<file path="src/rtl/req_capture_pkg.sv">
// req_capture_pkg: shared defaults and FSM state type for the request capture stage.
//   NREQ_DEF  - default number of request lines (index 0 = highest priority)
//   IDXW_DEF  - default index width (2**IDXW_DEF > NREQ_DEF)
//   state_e   - dispatch FSM states
package req_capture_pkg;

  localparam int unsigned NREQ_DEF = 15;
  localparam int unsigned IDXW_DEF = 4;

  typedef enum logic [0:0] {
    ST_IDLE,
    ST_PRESENT
  } state_e;

endpackage

</file>
<file path="src/rtl/req_capture_lowest_set_index.sv">
// lowest_set_index: combinational lowest-set-bit finder, bit 0 has priority.
//   bits_i  in  NREQ  vector to search
//   idx_o   out IDXW  index of the lowest set bit (0 when none set)
//   any_o   out 1     at least one bit of bits_i is set
module lowest_set_index #(
  parameter int unsigned NREQ = 15,
  parameter int unsigned IDXW = 4
) (
  input  logic [NREQ-1:0] bits_i,
  output logic [IDXW-1:0] idx_o,
  output logic            any_o
);

  // Scan from the top down so the last hit, the lowest index, is what remains.
  always_comb begin
    idx_o = '0;
    any_o = 1'b0;
    for (int i = int'(NREQ) - 1; i >= 0; i--) begin
      if (bits_i[i]) begin
        idx_o = IDXW'(i);
        any_o = 1'b1;
      end
    end
  end

endmodule

</file>
<file path="src/rtl/req_capture.sv">
// req_capture: latches events on NREQ request lines into a pending register and
// dispatches the lowest-numbered pending request as an index over valid/ready.
//
// Ports:
//   clk        in   1     clock, rising edge
//   rst        in   1     synchronous active-high reset
//   req_in     in   NREQ  raw request lines
//   out_valid  out  1     out_idx holds a granted request
//   out_ready  in   1     consumer accepts out_idx this cycle
//   out_idx    out  IDXW  index of granted request
//   pending    out  NREQ  registered pending-request bits
//   overflow   out  1     one-cycle pulse: new event hit an already-pending bit
//
// Build option:
//   EDGE_DETECT_EN  defined   -> rising-edge capture through req_d, overflow active
//                   undefined -> level capture, no req_d, overflow tied low
//
// All outputs come straight from flops; selection uses the registered pending
// value, so an event captured this cycle is eligible for grant next cycle.
module req_capture
  import req_capture_pkg::*;
#(
  parameter int unsigned NREQ = NREQ_DEF,
  parameter int unsigned IDXW = IDXW_DEF
) (
  input  logic            clk,
  input  logic            rst,
  input  logic [NREQ-1:0] req_in,
  output logic            out_valid,
  input  logic            out_ready,
  output logic [IDXW-1:0] out_idx,
  output logic [NREQ-1:0] pending,
  output logic            overflow
);

  state_e          state_q;
  logic            out_valid_q;
  logic [IDXW-1:0] out_idx_q;
  logic [NREQ-1:0] pending_q;
  logic [NREQ-1:0] pending_d;
  logic            overflow_q;
  logic            overflow_d;

  logic [NREQ-1:0] set_ev;
  logic [NREQ-1:0] clr;
  logic [IDXW-1:0] sel_idx;
  logic            sel_any;
  logic            load;

  lowest_set_index #(
    .NREQ (NREQ),
    .IDXW (IDXW)
  ) u_lowest_set_index (
    .bits_i (pending_q),
    .idx_o  (sel_idx),
    .any_o  (sel_any)
  );

`ifdef EDGE_DETECT_EN
  logic [NREQ-1:0] req_d_q;

  // Cleared on reset so a line held high through reset is captured once after.
  always_ff @(posedge clk) begin
    if (rst) begin
      req_d_q <= '0;
    end else begin
      req_d_q <= req_in;
    end
  end

  assign set_ev     = req_in & ~req_d_q;
  // Duplicate edge on a bit that stays pending: event is dropped, flag it.
  assign overflow_d = |(set_ev & pending_q & ~clr);
`else
  // A held line re-requests every cycle by design, so there is nothing to flag.
  assign set_ev     = req_in;
  assign overflow_d = 1'b0;
`endif

  // A load happens whenever the output slot is free or being freed and
  // something is pending; the loaded bit is cleared in the same cycle.
  always_comb begin
    load = 1'b0;
    case (state_q)
      ST_IDLE:    load = sel_any;
      ST_PRESENT: load = out_ready & sel_any;
      default:    load = 1'b0;
    endcase
    clr       = load ? (NREQ'(1) << sel_idx) : '0;
    // Set is OR-ed last so it wins over a clear of the same bit.
    pending_d = (pending_q & ~clr) | set_ev;
  end

  always_ff @(posedge clk) begin
    if (rst) begin
      state_q     <= ST_IDLE;
      out_valid_q <= 1'b0;
      out_idx_q   <= '0;
      pending_q   <= '0;
      overflow_q  <= 1'b0;
    end else begin
      pending_q  <= pending_d;
      overflow_q <= overflow_d;
      case (state_q)
        ST_IDLE: begin
          if (sel_any) begin
            out_idx_q   <= sel_idx;
            out_valid_q <= 1'b1;
            state_q     <= ST_PRESENT;
          end
        end
        ST_PRESENT: begin
          if (out_ready) begin
            if (sel_any) begin
              // Back-to-back reload, no bubble between transfers.
              out_idx_q <= sel_idx;
            end else begin
              out_valid_q <= 1'b0;
              state_q     <= ST_IDLE;
            end
          end
        end
        default: begin
          out_valid_q <= 1'b0;
          state_q     <= ST_IDLE;
        end
      endcase
    end
  end

  assign out_valid = out_valid_q;
  assign out_idx   = out_idx_q;
  assign pending   = pending_q;
  assign overflow  = overflow_q;

endmodule

</file>
<file path="config.mk">
export PLATFORM = sky130hd
export DESIGN_NAME = req_capture
export DESIGN_NICKNAME = d
export VERILOG_FILES = /design/src/rtl/req_capture_pkg.sv /design/src/rtl/req_capture_lowest_set_index.sv /design/src/rtl/req_capture.sv
export SDC_FILE = /design/constraint.sdc
export NUM_CORES = 1
export LEC_CHECK = 0
export ABC_CLOCK_PERIOD_IN_PS = 1500
export CAP_MARGIN = 30
export CORE_MARGIN = 2
export CORE_UTILIZATION = 35
export CTS_CLUSTER_DIAMETER = 100
export DETAILED_ROUTE_END_ITERATION = 7
export PLACE_DENSITY_LB_ADDON = 0.1
export SLEW_MARGIN = 20
export SYNTH_ARGS = -nofsm -noshare
export SYNTH_HDL_FRONTEND = slang
export SYNTH_SLANG_ARGS = --single-unit
</file>
<file path="constraint.sdc">
create_clock -name clk -period 1.5 [get_ports clk]
set_clock_uncertainty 0.05 [all_clocks]
set_input_delay 0.3 -clock clk [delete_from_list [all_inputs] [get_ports clk]]
set_output_delay 0.3 -clock clk [all_outputs]
set_load 0.02 [all_outputs]
</file>
# Yosys cells after proc, flatten, opt, wreduce, memory -nomap -nowiden
# Index checks and enable logic that the tools add are counted.
[op_classes]
eq_ne = 3
n_reduce_logical = 1
n_mux = 42
bitwise = 5
shift = 1
[op_table]
columns = ["cell", "n"]
rows = [
  ["2-to-1 mux 4 bit", 17],
  ["2-to-1 mux 1 bit", 20],
  ["AND 15 bit", 1],
  ["2-to-1 mux 15 bit", 1],
  ["NOT 15 bit", 1],
  ["bitwise OR 15 bit", 1],
  ["left shift 1 x 4 -> 15 bit (first input constant)", 1],
  ["one-hot mux 4 bit (2 select lines)", 1],
  ["!= test 2 bit (second input constant)", 3],
  ["one-hot mux 1 bit (2 select lines)", 3],
  ["AND reduction 3 bit", 1],
  ["AND 1 bit", 1],
  ["NOT 1 bit", 1],
]
[totals]
out_inout_bits = 21
ff_bits = 21
input_bits = 18
elab_cells = 56

# Logic depth before layout (Yosys ltp)
[depth]
depth_word = 21
depth_mapped = 5
mapped_depth_nobuf = 5

# Hierarchy
# From an unflattened synthesis, not the netlist that was laid out.
[unflattened]
hier_cells = 125
area_unflattened_um2 = 1004.7
[by_module_without_submodules]
columns = ["mod", "cells_each", "area_each_um2", "seq_area_each_um2", "instances"]
rows = [
  ["req_capture", 98, 844.6, 420.4, 1],
  ["lowest_set_index", 27, 160.2, 0.0, 1],
]

# Worst setup path before layout
# OpenSTA, ideal clock, no wires.
[synth_path]
path_kind = "reg2reg"
from = "register pending_q[11] (netlist: pending[11])"
to = "register pending_q[5] (netlist: pending[5])"
period_less_slack_ns = 1.791
arrival_ns = 1.615
stages_incl_launch_ff = 6
t_required_ns = 1.324
path_buffers = 0
setup_slack_ns = -0.291
setup_time_ns = 0.126
path_cell_list = "dfxtp_1 > or4_1 > a21oi_2 > o41ai_4 > o41ai_1 > a21oi_1"
[synth_between]
elab_chain_cells = 18
word_cells_on_any_way = 31
classes_between = "1 x shift; 26 x mux; 4 x bitwise"
[synth_lines]
columns = ["item", "line", "source"]
rows = [
  ["start, declared", "req_capture.sv:39", "logic [NREQ-1:0] pending_q;"],
  ["start signal, assigned", "req_capture.sv:102", "pending_q <= pending_d;"],
  ["2-to-1 mux 1 bit (12 in series)", "req_capture_lowest_set_index.sv:19", "if (bits_i[i]) begin"],
  ["AND 1 bit", "req_capture.sv:86", "ST_PRESENT: load = out_ready & sel_any;"],
  ["one-hot mux 1 bit (2 select lines)", "req_capture.sv:84", "case (state_q)"],
  ["2-to-1 mux 15 bit *", "req_capture.sv:89", "clr = load ? (NREQ'(1) << sel_idx) : '0;"],
  ["NOT 15 bit *", "req_capture.sv:91", "pending_d = (pending_q & ~clr) | set_ev;"],
  ["AND 15 bit *", "req_capture.sv:91", ""],
  ["bitwise OR 15 bit *", "req_capture.sv:91", ""],
]
# Every way passes the cells marked *; elsewhere a longest branch is shown, timed or not.
# A chain may end at the register's enable or synchronous reset.

# Worst setup path in the final report
[layout_path]
from = "register pending_q[6] (netlist: pending[6])"
to = "register pending_q[10] (netlist: pending[10])"
[layout_between]
elab_chain_cells = 13
word_cells_on_any_way = 21
classes_between = "1 x shift; 16 x mux; 4 x bitwise"
[layout_lines]
columns = ["item", "line"]
rows = [
  ["2-to-1 mux 1 bit (7 in series)", "req_capture_lowest_set_index.sv:19"],
  ["AND 1 bit", "req_capture.sv:86"],
  ["one-hot mux 1 bit (2 select lines)", "req_capture.sv:84"],
  ["2-to-1 mux 15 bit *", "req_capture.sv:89"],
  ["NOT 15 bit *", "req_capture.sv:91"],
  ["AND 15 bit *", "req_capture.sv:91"],
  ["bitwise OR 15 bit *", "req_capture.sv:91"],
]
# Marks and branches as above.

==> results.sh <==
export IMPL_vdd_ir_drop_worst_mv=0.666
export IMPL_min_delay_start="out_idx[2]"
export IMPL_critPathLaunchType="flop"
export IMPL_clock_latency_ns=0.31
export IMPL_rsz0062_at_grt="true"
export IMPL_antenna_found_initial=0
export IMPL_synthTopCellsByCount="nor2_1 (31), dfxtp_1 (21), a21oi_1 (12)"
export IMPL_initial_core_util_pct=37.1
export IMPL_ys_async_sr_fraction_pct=0
export IMPL_setup_violations=13
export IMPL_drv_slew=0
export IMPL_clkTransAtPathRegs_ns=0.12
export IMPL_cts_max_path_buffers=2
export IMPL_yosysWarnings=0
export IMPL_dieArea_mm2=0.00340
export IMPL_postRouteAntennaNets=0
export IMPL_endpoint_kind="flop"
export IMPL_dp_hpwl_mm=2.34
export IMPL_grt_pass1_wl_mm=5.15
export IMPL_place_gp_congestion=0.833
export IMPL_synth_top_flop_cell="dfxtp_1"
export IMPL_drive_gt1_share_pct=39.8
export IMPL_critPathArrivalTime_ns=1.92
export IMPL_max_slew_margin_pct=64.4
export IMPL_cts_made_buffers=3
export IMPL_worst_slew_pin_slew_ns=0.528
export IMPL_yosysTopAreaCellShare_pct=40.7
export IMPL_fin_tns_setup_ns=-1.97
export IMPL_violations="setup timing"
export IMPL_routed_via_density=5.30
export IMPL_wl_mm=3.19
export IMPL_maxCapViolations=0
export IMPL_synth_area_leaders="dfxtp_1 (41%), nor2_1 (11%), a21oi_1 (5.8%)"
export IMPL_synth_cells=126
export IMPL_diodes=0
export IMPL_path_class="flop to flop"
export IMPL_die_height_um=58.3
export IMPL_fin_crit_ns=1.73
export IMPL_hp_class="flop to flop"
export IMPL_layout_area_overhead_vs_synth_pct=70.7
export IMPL_r2r_start="pending[6]"
export IMPL_finalNetCount=215
export IMPL_gr_total_overflow=0
export IMPL_drc=0
export IMPL_ios=39
export IMPL_synth_edf_count=0
export IMPL_max_freq_ghz=0.577
export IMPL_avgSynthCellArea_um2=8.19
export IMPL_min_period_over_period_pct=116
export IMPL_ys_ff_latch=21
export IMPL_power_leakage_nw=0.773
export IMPL_num_vias=1202
export IMPL_grt_pass1_vias=1160
export IMPL_yosys_area_top_type="dfxtp_1"
export IMPL_fill_cells=254
export IMPL_ys_types=38
export IMPL_final_util_pct=63.3
export IMPL_rows=19
export IMPL_clockRootBuffer="clkbuf_4"
export IMPL_grtUsageTotal_pct=19.6
export IMPL_drt_pass1_iterations=4
export IMPL_port_buffers=37
export IMPL_startpoint="pending[6]"
export IMPL_clock_sinks=21
export IMPL_finalHoldViolations=0
export IMPL_cts_tree="done"
export IMPL_dieWidth_um=58.3
export IMPL_synth_area_mm2=0.00103
export IMPL_cts_htree_levels=1
export IMPL_drtIter0Drc=35
export IMPL_synth_most_common_cell="nor2_1"
export IMPL_outcome="complete, but fails checks"
export IMPL_timing_final_ws_setup_ns=-0.233
export IMPL_synth_seq_area_share_pct=40.7
export IMPL_cp_max_fo=5
export IMPL_postCtsHoldBufs=0
export IMPL_required_ns=1.68
export IMPL_synth_net_count=144
export IMPL_drt_wirelength_per_cell_um=14.1
export IMPL_core_area_mm2=0.00278
export IMPL_power_density_mw_per_mm2=807
export IMPL_grt_max_degree=12
-- power breakdown --
group / internal [W] / switching, W
combinational: 0.000242 / 0.000241
clock: 0.000104 / 0.000179
sequential: 0.000602 / 0.0000533
-- registers in the layout, indices dropped and copies added (netlist names) --
signal and count:
out_valid 1, state_q 1, pending 15, out_idx 4
-- critical path, cell delays in order, from the launching register on --
cell	delay [ns]
dfxtp_4	0.36
or4_4	0.54
a21oi_4	0.18
o41ai_4	0.12
and3b_1	0.23
a211oi_1	0.19
-- metrics by stage --
step	area, um^2	cells	power (W)	hold WS [ns]	setup WS (ns)
final	1760	227	0.00142	0.453	-0.233
after CTS	1730	225	0.00140	0.458	-0.216
after global routing	1760	227	0.00150	0.493	-0.291
after detailed placement	1690	221	0.00114	0.434	-0.278
after global placement	1690	221	0.00113	0.419	-0.204
after floorplan	1080	126	0.000888	0.352	-0.162
-- routing by layer --
metal / part of all wire (%) / vias up / track usage [%]
met5: 0 / - / 0
met4: 1.2 / 0 / 6.31
met1: 45 / 559 / 25.1
met2: 48 / 31 / 33.4
met3: 5.4 / 5 / 3.52
li1: - / 607 / -
-- logic make-up after synthesis --
kind of cell / after synthesis / share of synthesized area [%]
AND/OR/NAND/NOR: 58 / 28.0
flip-flops: 21 / 40.7
AO/OA/AOI/OAI: 36 / 25.9
buffers and inverters: 10 / 4.97
other: 1 / 0.363
-- placed cells by master, fill, tap and decap left out, types with 2 or more instances in the layout --
| cell type | Yosys | layout |
|---|---|---|
| buf_4 | 1 | 31 |
| nor2_1 | 31 | 29 |
| clkdlybuf4s50_1 | 0 | 17 |
| a21oi_1 | 12 | 11 |
| dlygate4sd2_1 | 0 | 10 |
| dfxtp_2 | 0 | 9 |
| inv_1 | 7 | 7 |
| dfxtp_1 | 21 | 7 |
| clkbuf_2 | 0 | 7 |
| dfxtp_4 | 0 | 5 |
| nand2_1 | 4 | 4 |
| a211oi_1 | 7 | 4 |
| a211oi_2 | 0 | 3 |
| nor3_1 | 5 | 3 |
| clkbuf_4 | 0 | 3 |
| nor2b_1 | 2 | 2 |
| o21ai_0 | 3 | 2 |
| or4_4 | 0 | 2 |
| nor2_2 | 0 | 2 |
| nor3_2 | 0 | 2 |
| nor4_2 | 1 | 2 |
| o41ai_2 | 0 | 2 |
| nand3_1 | 2 | 2 |
| clkdlybuf4s15_1 | 0 | 2 |
-- layout make-up --
type / count / area (um^2) / share of cell area [%]
multi-input cells: 96 / 669 / 38.0
repair buffers: 68 / 551 / 31.2
flip-flops and latches: 21 / 450 / 25.6
well taps: 31 / 38.8 / 2.20
clock buffers: 4 / 26.3 / 1.49
inverters: 7 / 26.3 / 1.49
-- timing repair --
action                     4_1_cts  5_1_grt
pin swaps                        4        4
gates resized for setup         34       25
setup endpoints to repair       34       26
gates cloned                     0        1
hold endpoints to repair         0        0
buffers inserted                 0        1
-- final timing paths --
check,end,slack [ns],depth (start not counted)
setup / recovery,pending[10],-0.23,5
setup reg to reg,pending[10],-0.23,5
hold / removal,out_idx[2],0.45,2
hold reg to reg,out_idx[2],0.45,2
(Power assumes the default switching activity.)
